**config.mk**
```make
export PLATFORM = sky130hd
export DESIGN_NAME = win_banner_renderer_flat
export DESIGN_NICKNAME = d
export VERILOG_FILES = /design/src/rtl/win_banner_pkg.sv /design/src/rtl/win_banner_renderer_if.sv /design/src/rtl/win_glyph_rom.sv /design/src/rtl/win_banner_renderer.sv /design/src/flat_wrapper.sv
export SDC_FILE = /design/constraint.sdc
export NUM_CORES = 1
export LEC_CHECK = 0
export ABC_CLOCK_PERIOD_IN_PS = 5300
export BUFFER_PORTS_ARGS = -buffer_cell sky130_fd_sc_hd__buf_2
export CELL_PAD_IN_SITES_DETAIL_PLACEMENT = 0
export CELL_PAD_IN_SITES_GLOBAL_PLACEMENT = 1
export CORE_MARGIN = 3
export CORE_UTILIZATION = 35
export CTS_CLUSTER_SIZE = 30
export DETAILED_ROUTE_END_ITERATION = 8
export GPL_ROUTABILITY_DRIVEN = 0
export GPL_TIMING_DRIVEN = 0
export PLACE_DENSITY_LB_ADDON = 0.1
export SYNTH_ARGS = -nofsm -noshare
export SYNTH_HDL_FRONTEND = slang
export SYNTH_SLANG_ARGS = --single-unit
```
**constraint.sdc**
```tcl
create_clock -name clk -period 5.3 [get_ports clk]
set_clock_uncertainty 0.2 [all_clocks]
set_input_delay 1.06 -clock clk [delete_from_list [all_inputs] [get_ports clk]]
set_output_delay 1.06 -clock clk [all_outputs]
set_load 0.05 [all_outputs]
```
**src/rtl/win_banner_pkg.sv**
```systemverilog
// Shared types and constant tables for the end-of-game "P<n>" banner renderer.
package win_banner_pkg;

  typedef enum logic [1:0] {
    S_IDLE,
    S_REVEAL,
    S_HOLD
  } state_t;

  localparam int BANNER_COLS = 7;
  localparam int BANNER_ROWS = 5;

  // Colours are packed {R,G,B}, 4 bits each
  localparam logic [11:0] RGB_BLACK = 12'h000;
  localparam logic [11:0] RGB_GRAY  = 12'h333;
  localparam logic [11:0] RGB_WHITE = 12'hFFF;

  // Element [0] is player 0 (green), then blue, red, yellow
  localparam logic [3:0][11:0] PLAYER_COLOUR = {12'hFF0, 12'hF00, 12'h00F, 12'h0F0};

  // GLYPH_ROM[glyph][row], glyph 0 = 'P', 1..4 = digits; row 0 is the top row, bit 2 the leftmost column
  localparam logic [4:0][4:0][2:0] GLYPH_ROM = {
    {3'b001, 3'b001, 3'b111, 3'b101, 3'b101},
    {3'b111, 3'b001, 3'b111, 3'b001, 3'b111},
    {3'b111, 3'b100, 3'b111, 3'b001, 3'b111},
    {3'b111, 3'b010, 3'b010, 3'b110, 3'b010},
    {3'b100, 3'b100, 3'b111, 3'b101, 3'b111}
  };

endpackage

```
**src/rtl/win_banner_renderer_if.sv**
```systemverilog
// Pixel-path bundle between the VGA counters / game controller and the banner renderer.
interface win_banner_renderer_if #(
  parameter int N_PLAYERS = 2
) ();
  localparam int WW = (N_PLAYERS > 1) ? $clog2(N_PLAYERS) : 1;

  logic [15:0]   H_Counter_Value;
  logic [15:0]   V_Counter_Value;
  logic          show;
  logic [WW-1:0] winner;
  logic [3:0]    Red;
  logic [3:0]    Green;
  logic [3:0]    Blue;
  logic          done;

  modport master (
    output H_Counter_Value, V_Counter_Value, show, winner,
    input  Red, Green, Blue, done
  );

  modport slave (
    input  H_Counter_Value, V_Counter_Value, show, winner,
    output Red, Green, Blue, done
  );
endinterface

```
**src/rtl/win_glyph_rom.sv**
```systemverilog
// Combinational glyph bitmap lookup: one 3-bit row of the 'P' or a digit glyph.
module win_glyph_rom
  import win_banner_pkg::*;
(
  input  logic [2:0] glyph,
  input  logic [2:0] row,
  output logic [2:0] row_bits
);

  always_comb begin
    row_bits = 3'b000;
    if (glyph < 3'd5 && row < 3'd5) begin
      row_bits = GLYPH_ROM[glyph][row];
    end
  end

endmodule

```
**src/rtl/win_banner_renderer.sv**
```systemverilog
// Win banner renderer: column-by-column reveal of "P<n>" on a gray field, one column per frame.
// Define WIN_BLINK_EN to make the fully revealed banner blink between player colour and white.
module win_banner_renderer
  import win_banner_pkg::*;
#(
  parameter int N_PLAYERS    = 2,
  parameter int CELL_LOG2    = 6,
  parameter int BANNER_X0    = 240,
  parameter int BANNER_Y0    = 115,
  parameter int H_ACT_START  = 144,
  parameter int H_ACT_END    = 783,
  parameter int V_ACT_START  = 35,
  parameter int V_ACT_END    = 514,
  parameter int BLINK_FRAMES = 30
) (
  input  logic clk,
  input  logic rst,
  win_banner_renderer_if.slave bus
);

  localparam int WW = (N_PLAYERS > 1) ? $clog2(N_PLAYERS) : 1;
  localparam logic [15:0] X0_W  = 16'(BANNER_X0);
  localparam logic [15:0] Y0_W  = 16'(BANNER_Y0);
  localparam logic [15:0] HS_W  = 16'(H_ACT_START);
  localparam logic [15:0] HE_W  = 16'(H_ACT_END);
  localparam logic [15:0] VS_W  = 16'(V_ACT_START);
  localparam logic [15:0] VE_W  = 16'(V_ACT_END);
  localparam logic [WW-1:0] WMAX = WW'(N_PLAYERS - 1);

  state_t        state_q, state_d;
  logic [2:0]    reveal_q, reveal_d;
  logic [WW-1:0] winner_q, winner_d;
  logic [11:0]   rgb_q, rgb_d;
  logic          done_q, done_d;
`ifdef WIN_BLINK_EN
  localparam int BW = $clog2(BLINK_FRAMES + 1);
  logic [BW-1:0] blink_cnt_q, blink_cnt_d;
  logic          blink_phase_q, blink_phase_d;
`endif

  logic          fs;
  logic          active;
  logic          in_banner;
  logic [15:0]   dx, dy, col_w, row_w;
  logic [2:0]    col, row, glyph_sel, row_bits;
  logic [1:0]    bit_pos;
  logic          lit;
  logic [11:0]   glyph_rgb;

  assign fs     = (bus.H_Counter_Value == 16'd0) && (bus.V_Counter_Value == 16'd0);
  assign active = (bus.H_Counter_Value >= HS_W) && (bus.H_Counter_Value <= HE_W) &&
                  (bus.V_Counter_Value >= VS_W) && (bus.V_Counter_Value <= VE_W);

  // Cell coordinates; the wrapped difference is only meaningful when at or past the banner origin
  assign dx        = bus.H_Counter_Value - X0_W;
  assign dy        = bus.V_Counter_Value - Y0_W;
  assign col_w     = dx >> CELL_LOG2;
  assign row_w     = dy >> CELL_LOG2;
  assign in_banner = (bus.H_Counter_Value >= X0_W) && (bus.V_Counter_Value >= Y0_W) &&
                     (col_w < 16'(BANNER_COLS)) && (row_w < 16'(BANNER_ROWS));
  assign col       = col_w[2:0];
  assign row       = row_w[2:0];

  assign glyph_sel = (col < 3'd3) ? 3'd0 : (3'(winner_q) + 3'd1);
  assign bit_pos   = (col < 3'd3) ? 2'(3'd2 - col) : 2'(3'd6 - col);

  win_glyph_rom u_rom (
    .glyph    (glyph_sel),
    .row      (row),
    .row_bits (row_bits)
  );

  assign lit = in_banner && (col != 3'd3) && row_bits[bit_pos];

`ifdef WIN_BLINK_EN
  assign glyph_rgb = blink_phase_q ? RGB_WHITE : PLAYER_COLOUR[winner_q];
`else
  assign glyph_rgb = PLAYER_COLOUR[winner_q];
`endif

  always_comb begin
    state_d  = state_q;
    reveal_d = reveal_q;
    winner_d = winner_q;
`ifdef WIN_BLINK_EN
    blink_cnt_d   = blink_cnt_q;
    blink_phase_d = blink_phase_q;
`endif
    if (fs) begin
      case (state_q)
        S_IDLE: begin
          if (bus.show) begin
            winner_d = (bus.winner > WMAX) ? WMAX : bus.winner;
            reveal_d = 3'd1;
            state_d  = S_REVEAL;
          end
        end
        default: begin
          // Dropping show wins over any reveal or blink progress
          if (!bus.show) begin
            state_d  = S_IDLE;
            reveal_d = 3'd0;
`ifdef WIN_BLINK_EN
            blink_cnt_d   = '0;
            blink_phase_d = 1'b0;
`endif
          end else if (state_q == S_REVEAL) begin
            reveal_d = reveal_q + 3'd1;
            if (reveal_q == 3'(BANNER_COLS - 1)) begin
              state_d = S_HOLD;
`ifdef WIN_BLINK_EN
              blink_cnt_d   = '0;
              blink_phase_d = 1'b0;
`endif
            end
          end else begin
`ifdef WIN_BLINK_EN
            if (blink_cnt_q == BW'(BLINK_FRAMES - 1)) begin
              blink_cnt_d   = '0;
              blink_phase_d = ~blink_phase_q;
            end else begin
              blink_cnt_d = blink_cnt_q + 1'b1;
            end
`endif
          end
        end
      endcase
    end

    if (!active) begin
      rgb_d = RGB_BLACK;
    end else if (lit && (col < reveal_q)) begin
      rgb_d = glyph_rgb;
    end else begin
      rgb_d = RGB_GRAY;
    end
    done_d = (state_d == S_HOLD);
  end

  always_ff @(posedge clk) begin
    if (rst) begin
      state_q  <= S_IDLE;
      reveal_q <= 3'd0;
      winner_q <= '0;
      rgb_q    <= RGB_BLACK;
      done_q   <= 1'b0;
`ifdef WIN_BLINK_EN
      blink_cnt_q   <= '0;
      blink_phase_q <= 1'b0;
`endif
    end else begin
      state_q  <= state_d;
      reveal_q <= reveal_d;
      winner_q <= winner_d;
      rgb_q    <= rgb_d;
      done_q   <= done_d;
`ifdef WIN_BLINK_EN
      blink_cnt_q   <= blink_cnt_d;
      blink_phase_q <= blink_phase_d;
`endif
    end
  end

  assign bus.Red   = rgb_q[11:8];
  assign bus.Green = rgb_q[7:4];
  assign bus.Blue  = rgb_q[3:0];
  assign bus.done  = done_q;

endmodule

```
**src/flat_wrapper.sv**
```systemverilog
// flat-port wrapper written by rule: the top's interface ports become plain ports
module win_banner_renderer_flat import win_banner_pkg::*;
#(
  parameter int N_PLAYERS    = 2,
  parameter int CELL_LOG2    = 6,
  parameter int BANNER_X0    = 240,
  parameter int BANNER_Y0    = 115,
  parameter int H_ACT_START  = 144,
  parameter int H_ACT_END    = 783,
  parameter int V_ACT_START  = 35,
  parameter int V_ACT_END    = 514,
  parameter int BLINK_FRAMES = 30
)
  (clk, rst, bus_H_Counter_Value, bus_V_Counter_Value, bus_show, bus_winner, bus_Red, bus_Green, bus_Blue, bus_done);
  win_banner_renderer_if #(.N_PLAYERS(N_PLAYERS)) bus_i ();
  input  logic clk;
  input  logic rst;
  input wire logic [$bits(bus_i.H_Counter_Value)-1:0] bus_H_Counter_Value;
  input wire logic [$bits(bus_i.V_Counter_Value)-1:0] bus_V_Counter_Value;
  input wire logic [$bits(bus_i.show)-1:0] bus_show;
  input wire logic [$bits(bus_i.winner)-1:0] bus_winner;
  output wire logic [$bits(bus_i.Red)-1:0] bus_Red;
  output wire logic [$bits(bus_i.Green)-1:0] bus_Green;
  output wire logic [$bits(bus_i.Blue)-1:0] bus_Blue;
  output wire logic [$bits(bus_i.done)-1:0] bus_done;
  assign bus_i.H_Counter_Value = bus_H_Counter_Value;
  assign bus_i.V_Counter_Value = bus_V_Counter_Value;
  assign bus_i.show = bus_show;
  assign bus_i.winner = bus_winner;
  assign bus_Red = bus_i.Red;
  assign bus_Green = bus_i.Green;
  assign bus_Blue = bus_i.Blue;
  assign bus_done = bus_i.done;
  win_banner_renderer #(.N_PLAYERS(N_PLAYERS), .CELL_LOG2(CELL_LOG2), .BANNER_X0(BANNER_X0), .BANNER_Y0(BANNER_Y0), .H_ACT_START(H_ACT_START), .H_ACT_END(H_ACT_END), .V_ACT_START(V_ACT_START), .V_ACT_END(V_ACT_END), .BLINK_FRAMES(BLINK_FRAMES)) u_core (.clk(clk), .rst(rst), .bus(bus_i));
endmodule
```
Word-level counts from Yosys, hierarchy flattened
Memory sizes are Yosys's and may differ from the RTL's.
Cells that the tools add are included.
{"block": "word_totals", "word_cells": 78, "memories": 1, "inputBits": 36, "rom_bits": 120, "ff_bits": 19}
{"name": "(no name shown)", "words": 8, "width": 15, "rd": 1, "rd_ports_with_merged_regs": 0, "write_ports": 0, "line_no": "win_glyph_rom.sv:13", "text": "row_bits = GLYPH_ROM[glyph][row];"}
{"block": "classes", "n_lt_le_gt_ge": 17, "n_addsub": 6, "eq_ne": 6, "bitwise": 2, "n_mux": 22, "reduce_logical": 18}
{"operator": "greater-or-equal comparator 16 x 8 -> 1 bit (second input constant)", "n": 2}
{"operator": "<= comparator 16 x 10 -> 1 bit (second input constant)", "n": 2}
{"operator": "zero test 16 bit", "n": 2}
{"operator": "2-to-1 mux 3 bit", "n": 7}
{"operator": "< comparator 10 x 3 -> 1 bit (second input constant)", "n": 2}
{"operator": "greater-or-equal comparator 16 x 6 -> 1 bit (second input constant)", "n": 1}
{"operator": "greater-or-equal comparator 16 x 7 -> 1 bit (second input constant)", "n": 1}
{"operator": "subtractor 16 x 7 -> 16 bit (second input constant)", "n": 1}
{"operator": "subtractor 16 x 8 -> 16 bit (second input constant)", "n": 1}
{"operator": "2-to-1 mux 15 bit", "n": 1}
{"operator": "2-to-1 mux 2 bit", "n": 7}
{"operator": "2-to-1 mux 12 bit", "n": 1}
{"operator": "logical AND 1 bit", "n": 11}
{"operator": "2-to-1 mux 10 bit", "n": 1}
{"operator": "binary-select mux 3 bit (select 3 bit)", "n": 1}
{"operator": "< comparator 3 x 4 -> 1 bit (second input constant)", "n": 2}
{"operator": "2-to-1 mux 8 bit", "n": 1}
{"operator": "< comparator 3 bit (second input constant)", "n": 2}
{"operator": "AND reduction 3 bit", "n": 2}
{"operator": "subtractor 2 bit (first input constant)", "n": 2}
{"operator": "adder 3 x 1 -> 3 bit (second input constant)", "n": 1}
{"operator": "== test 3 bit (second input constant)", "n": 1}
{"operator": "< comparator 1 x 3 -> 1 bit (second input constant)", "n": 1}
{"operator": "< comparator 2 x 3 -> 1 bit (second input constant)", "n": 1}
{"operator": "15 further kinds", "n": 17}

Logic depth before layout (Yosys ltp)
Gate-level depths: netlist of run 1.
{"block": "logic_depth", "word_depth": 14, "ltp_mapped": 10}

Hierarchy
A second synthesis of run 1 with hierarchy kept.
{"block": "unflattened", "cells_unflattened": 159, "hier_area_um2": 1218.7}
{"mod": "win_banner_renderer", "cells_per_inst": 137, "area_per_inst_um2": 1053.5, "instances": 1}
{"mod": "win_glyph_rom", "cells_per_inst": 22, "area_per_inst_um2": 165.2, "instances": 1}

Worst setup path after synthesis of run 1
OpenSTA, ideal clock, no wires.
{"block": "synth_path", "path_type": "in2reg", "startpoint": "in bus_H_Counter_Value[7]", "endpoint": "reg u_core.rgb_q[3]", "t_required_ns": 5.040, "arrival_ns": 2.762, "path_slack_ns": 2.278, "cell_stages": 10, "cell_sequence": "buf_2 nand4_1 xor2_1 ha_1 or3_1 nor3_1 o21ai_1 nor4_2 a21boi_2 and3_1"}
{"block": "synth_via", "elab_chain_len": 14, "word_cells_on_any_way": 33}
{"item": "start, declared", "line_no": "flat_wrapper.sv:18", "text": "input wire logic [$bits(bus_i.H_Counter_Value)-1:0] bus_H_Counter_Value;"}
{"item": "subtractor 16 x 8 -> 16 bit", "line_no": "win_banner_renderer.sv:55", "text": "assign dx = bus.H_Counter_Value - X0_W;"}
{"item": "< comparator 3 x 2 -> 1 bit", "line_no": "win_banner_renderer.sv:64, win_banner_renderer.sv:65"}
{"item": "2-to-1 mux 3 bit", "line_no": "win_banner_renderer.sv:64", "text": "assign glyph_sel = (col < 3'd3) ? 3'd0 : (3'(winner_q) + 3'd1);"}
{"item": "memory (8 x 15 bit)"}
{"item": "2-to-1 mux 15 bit (not written as such)", "line_no": "win_glyph_rom.sv:13"}
{"item": "binary-select mux 3 bit (select 3 bit)", "line_no": "win_glyph_rom.sv:13"}
{"item": "2-to-1 mux 3 bit (not written as such)", "line_no": "win_glyph_rom.sv:13"}
{"item": "2-to-1 mux 3 bit", "line_no": "win_glyph_rom.sv:12", "text": "if (glyph < 3'd5 && row < 3'd5) begin"}
{"item": "binary-select mux 1 bit (select 2 bit)", "line_no": "win_banner_renderer.sv:73", "text": "assign lit = in_banner && (col != 3'd3) && row_bits[bit_pos];"}
{"item": "2-to-1 mux 1 bit (not written as such)", "line_no": "win_banner_renderer.sv:73"}
{"item": "logical AND 1 bit", "line_no": "win_banner_renderer.sv:73"}
{"item": "logical AND 1 bit", "line_no": "win_banner_renderer.sv:132", "text": "end else if (lit && (col < reveal_q)) begin"}
{"item": "NOT 1 bit (no line)"}
{"item": "OR reduction 3 bit (no line) *"}
{"item": "end signal, assigned", "line_no": "win_banner_renderer.sv:155", "text": "rgb_q <= rgb_d;"}
{"item": "end, declared", "line_no": "win_banner_renderer.sv:33", "text": "logic [11:0] rgb_q, rgb_d;"}
Mark *: on every way between the ends. The rest lies on a longest branch, timed or not. The select of a mux whose other input is x is not followed.
A chain may end at the register's enable or synchronous reset.

Worst setup path after layout of run 1
{"block": "layout_path", "startpoint": "in bus_H_Counter_Value[4]", "endpoint": "reg u_core.rgb_q[3]"}
The elaborated chain is that of the path after synthesis.

==> impl_metrics.ini, run 1 <==
[run_status]
outcome = complete, no violations

[finish]
antennaDiodeCount = 0
final_cells = 245
utilization = 0.474
area_delta_synth_final_pct = 27.3
ff_latch_area_um2 = 240
design_area_um2 = 1470
fillCellCount = 338
drive_gt1_frac = 0.328
finalNetCount = 243
multi_input_area_um2 = 811

[logic_synthesis]
syn_area_um2 = 1150
yosysTopAreaCellShare = 0.208
avgSynthCellArea_um2 = 7.60
synthArstFlopShare = 0
yosysTopAreaCell = dfxtp_1
yosys_warnings = 0
synth_cell_type_count = 52
synthTopCellsByArea = dfxtp_1 (21%), nor2_1 (5.5%), ha_1 (5.4%)
ys_seq_area_frac = 0.208
ys.flop_type = dfxtp_1
synth_edf_count = 0
syn_inst = 152
ys_seq_elements = 12

[timing]
fin_crit_ps = 3090
setup_slack_ps = 2210
tns_ps = 0
finalMaxSlewViolations = 0
rsz0062_at_grt = no
finalSetupViolCount = 0
whs_ps = 315
finalHoldViolCount = 0
timing.slew.headroom = 0.639
post-route-period-util = 0.583
clock.fmax_ghz = 0.324
worstMarginPinSlew_ps = 538

[floorplan]
die_area_um2 = 4020
fp-row-count = 20
die_y_um = 63.4
ios = 49
coreArea_um2 = 3100
initial_core_util = 0.372
dieWidth_um = 63.4

[clocking]
clock_path_buffers = 2
post_cts_buffers = 0
clkTransAtPathRegs_ps = 80
clock_latency_ps = 280
cts_made_buffers = 3
hold_buffers = 0
htreeDepth = 1
root_buffer = clkbuf_4
post_cts_resized = 0
clkSinkCount = 12
cts_tree = yes

[power]
p_leak_nw = 0.645
power.density_nw_per_um2 = 155
total_power_mw = 0.227
ir_drop_v = 0.0000460

[worst_setup_path]
crit_type = in2reg
required_ps = 5320
cp-start-kind = primary input
endpoint_kind = register
cp_max_fo = 6
worstPathArrival_ps = 3110

[global_route]
grt_pass1_vias = 1146
grt_max_degree = 11
grt_overflow = 0
grt_first_pass_wirelength_mm = 5.01
track_usage = 0.150
grt_antenna_before_repair = 0

[place]
dp.cells = 241
dpl-instance-area_um2 = 1430
dpl_worst_slack_ps = 1940
dpl.hpwl_mm = 2.35
io_buffers = 44

[routing]
drt_wl_total_mm = 2.94
dr.pass1.iters = 4
wl_met3_um = 150
drtIter0Drc = 81
routed.top_layer = met4
vias_per_cell = 5.17
drtAntennaViolNets = 0
drc_errors = 0
num_vias = 1267
wl_per_cell_um = 12.0
wl_met1_mm = 1.35
met2WireLength_mm = 1.40

[hold_path]
hold_class = reg2reg

[flow_run]
maxCapViolCount = 0
cells in the mapped netlist, types with 4 or more instances:
cell type,number
nor2_1,17
dfxtp_1,12
nor3_1,12
inv_1,8
nand2_1,8
buf_4,7
a21oi_1,5
a31oi_1,5
ha_1,5
nor4_1,5
o21ai_0,4
or3_1,4
cells by family (layout without fill, tap and decap cells):
| family | after synthesis | count (layout) | synth area share |
|---|---|---|---|
| simple gates | 71 | 71 | 0.350 |
| fa+ha+maj | 5 | 5 | 0.0542 |
| mux | 3 | 3 | 0.0303 |
| xor+xnor | 3 | 3 | 0.0228 |
| other cells | 1 | 2 | 0.00325 |
| compound gates | 36 | 36 | 0.238 |
| flops | 12 | 12 | 0.208 |
| buf+inv | 21 | 69 | 0.0932 |
worst max-delay path, stage by stage:
cell and delay, ps:
buf_2 130, nand2_1 80, xnor2_1 230, ha_1 230
or3_1 360, nor3_1 150, o21ai_1 100, nor4_2 350
a21boi_2 250, and3_1 160
area by class of cell:
cell class,instances,share of cell area
tap,44,0.0374
timing repair buffer,44,0.150
clock buffer,4,0.0247
buffer,13,0.0528
inverter,8,0.0204
multi-input combinational,120,0.551
sequential,12,0.163
layer usage:
layer  vias up  track usage
met3         6       0.0160
li1        655            -
met2        47        0.271
met4         0       0.0566
met5         -            0
met1       559        0.181
cells in the final DEF (no fill, tap or decap), types with 3 or more instances in the layout:
cell,Yosys,layout
o21ai_0,4,4
dfxtp_1,12,12
a31oi_1,5,5
clkbuf_1,3,3
inv_1,8,8
buf_4,7,7
a21oi_1,5,5
nand4b_1,3,3
nand2_1,8,8
clkbuf_4,0,3
ha_1,5,5
nor4_1,5,5
or3_1,4,4
nor3_1,12,12
nor2_1,17,17
buf_2,2,46
o21ai_1,3,3
nand2b_1,3,3
report_power, final:
part           switching (mW)  internal [mW]
clock network          0.0326         0.0418
registers         0.000000547         0.0900
logic                  0.0357         0.0271
worst paths after layout:
check	endpoint	start	slack (ps)	cells after the start
max	u_core.rgb_q[3]	bus_H_Counter_Value[4]	2210	10
min	u_core.reveal_q[2]	u_core.reveal_q[2]	320	2
min reg2reg	u_core.reveal_q[2]	u_core.reveal_q[2]	320	2
max reg2reg	u_core.rgb_q[3]	u_core.reveal_q[2]	3080	8
state kept, by name, summed over array words and instances (netlist names):
register / flops
u_core.reveal_q: 3
u_core.rgb_q: 5
u_core.state_q: 2
u_core.bus.done: 1
u_core.winner_q: 1
(Power assumes the default switching activity.)
==> run 2, diff against run 1 <==
ABC_AREA = 1   (was not set)
ABC_CLOCK_PERIOD_IN_PS = 3200   (was 5300)
CORE_UTILIZATION = 32   (was 35)
clock period = 3.2 ns   (was 5.3 ns; I/O delays follow)
==> impl_metrics.ini, run 2 <==
[finish]
antennaDiodeCount = 0
layout_common_cells = nand2_1 (76), buf_2 (46), inv_1 (39)
layout_commonest_cell = nand2_1
fillCellCount = 467
ff_latch_area_um2 = 240
finalNetCount = 337
utilization = 0.439
top_regs = u_core.rgb_q: 5 flops, u_core.reveal_q: 3 flops, u_core.state_q: 2 flops
largest_register_ffs = 5
drive_gt1_frac = 0.247
top_register = u_core.rgb_q
multi_input_area_um2 = 885
design_area_um2 = 1690
area_delta_synth_final_pct = 26.0

[place]
io_buffers = 46
dpl-instance-area_um2 = 1640
dpl.hpwl_mm = 2.92

[timing]
clock.fmax_ghz = 0.392
finalMaxSlewViolations = 0
finalSetupViolCount = 0
finalHoldViolCount = 0
tns_ps = 0
rsz0062_at_grt = no
post-route-period-util = 0.798
fin_crit_ps = 2550

[worst_setup_path]
required_ps = 3140
cp-start-kind = primary input
endpoint_kind = register
reg2reg_slack_ps = 1300
crit_type = in2reg
cp_max_fo = 4
worstPathArrival_ps = 2490

[floorplan]
initial_core_util = 0.348
die_area_um2 = 5010
coreArea_um2 = 3850
fp-row-count = 22
dieWidth_um = 70.8
die_y_um = 70.8
ios = 49

[clocking]
clock_path_buffers = 2
cts_made_buffers = 3
clkSinkCount = 12
htreeDepth = 1
post_cts_resized = 0
hold_buffers = 0
clock_latency_ps = 240
cts_tree = yes
root_buffer = clkbuf_8
post_cts_buffers = 0
clkTransAtPathRegs_ps = 50

[global_route]
track_usage = 0.136
grt_most_used_layer = met2
grt_antenna_before_repair = 0
grt_overflow = 0
grt_pass1_vias = 1329
grt_max_degree = 11
grt_first_pass_wirelength_mm = 5.69
use_met1 = 0.197
gr-usage-met2 = 0.208
met3_usage = 0.0369

[logic_synthesis]
synthArstFlopShare = 0
yosys_warnings = 0
synth_common_cells = nand2_1 (76), inv_1 (39), nor2_1 (36)
yosysTopAreaCellShare = 0.212
ys_seq_area_frac = 0.179
synth_cell_type_count = 29
synth_edf_count = 0
syn_area_um2 = 1340
avgSynthCellArea_um2 = 5.50
syn_inst = 244
synth_most_common_cell = nand2_1
yosysTopAreaCell = nand2_1
ys_seq_elements = 12
synthTopCellsByArea = nand2_1 (21%), dfxtp_1 (18%), inv_1 (11%)
ys.flop_type = dfxtp_1

[flow_run]
maxCapViolCount = 0

[routing]
drt_wl_total_mm = 3.28
dr.pass1.iters = 4
wl_per_cell_um = 9.57
drtAntennaViolNets = 0
vias_per_cell = 4.39
drc_errors = 0
num_vias = 1505
drtIter0Drc = 60

[power]
total_power_mw = 0.433
p_leak_nw = 1.00
ir_drop_v = 0.000211
power.density_nw_per_um2 = 256

[run_status]
outcome = complete, no violations

[hold_path]
hold_class = reg2reg
## run 2: cell count changes after synthesis, sizes merged, moves of 4 or more
cell   delta
nand2    +71
nand3    +18
a21oi     +4
inv      +34
nor3     -10
a31oi     -5
or3       -4
nor2     +23
## run 2: cell type report
| type | instances | share of cell area |
|---|---|---|
| Buffer | 8 | 0.0377 |
| Inverter | 42 | 0.0932 |
| Sequential cell | 12 | 0.142 |
| Tap cell | 48 | 0.0355 |
| Clock buffer | 4 | 0.0325 |
| Timing Repair Buffer | 46 | 0.136 |
| Multi-Input combinational cell | 183 | 0.523 |
## run 2: worst max-delay path: stages
cell	delay, ps
buf_2	110
nand2_1	90
nor2_2	200
nand2_1	90
nand2_1	120
inv_1	60
ha_1	180
nor2_1	80
nand2_1	50
nor2_1	100
nand2_1	60
nor2_1	80
nand2_1	50
nor2_1	90
nand3_1	100
nor2_2	140
nand4_1	120
nand2_1	80
inv_1	30
## run 2: power by group
| group | switching, mW | total (mW) | internal, mW |
|---|---|---|---|
| combinational | 0.0744 | 0.120 | 0.0452 |
| sequential | 0.00000111 | 0.150 | 0.150 |
| clock | 0.0551 | 0.164 | 0.109 |
## run 2: cells by family (layout without fill, tap and decap cells)
group                      count (synthesis)  count (layout)  synth area share
adders and majority gates                  5               5            0.0466
and+or+nand+nor                          153             153             0.510
other                                      1               2           0.00279
buffers and inverters                     50             100             0.165
DFF                                       12              12             0.179
AOI/OAI and AO/OA                         23              23            0.0969
## run 2: per-stage QoR
step | hold WS, ps | cells | worst slack (ps)
2_1_floorplan | 273 | 245 | 826
3_3_place_gp | 311 | 339 | 385
3_5_place_dp | 323 | 339 | 391
4_1_cts | 331 | 343 | 643
5_1_grt | 369 | 343 | 317
6_report | 325 | 343 | 647
## run 2: final timing paths
kind                     end  cells past startpoint                    from
min          u_core.rgb_q[3]                      2         u_core.winner_q
max reg2reg  u_core.rgb_q[5]                     14      u_core.reveal_q[2]
max          u_core.rgb_q[5]                     19  bus_H_Counter_Value[5]
min reg2reg  u_core.rgb_q[3]                      2         u_core.winner_q
## run 2: per-layer routing
metal	up-vias	part of all wire
met2	36	0.42
met3	0	0.074
li1	856	-
met1	613	0.50
met5	-	0
met4	0	0
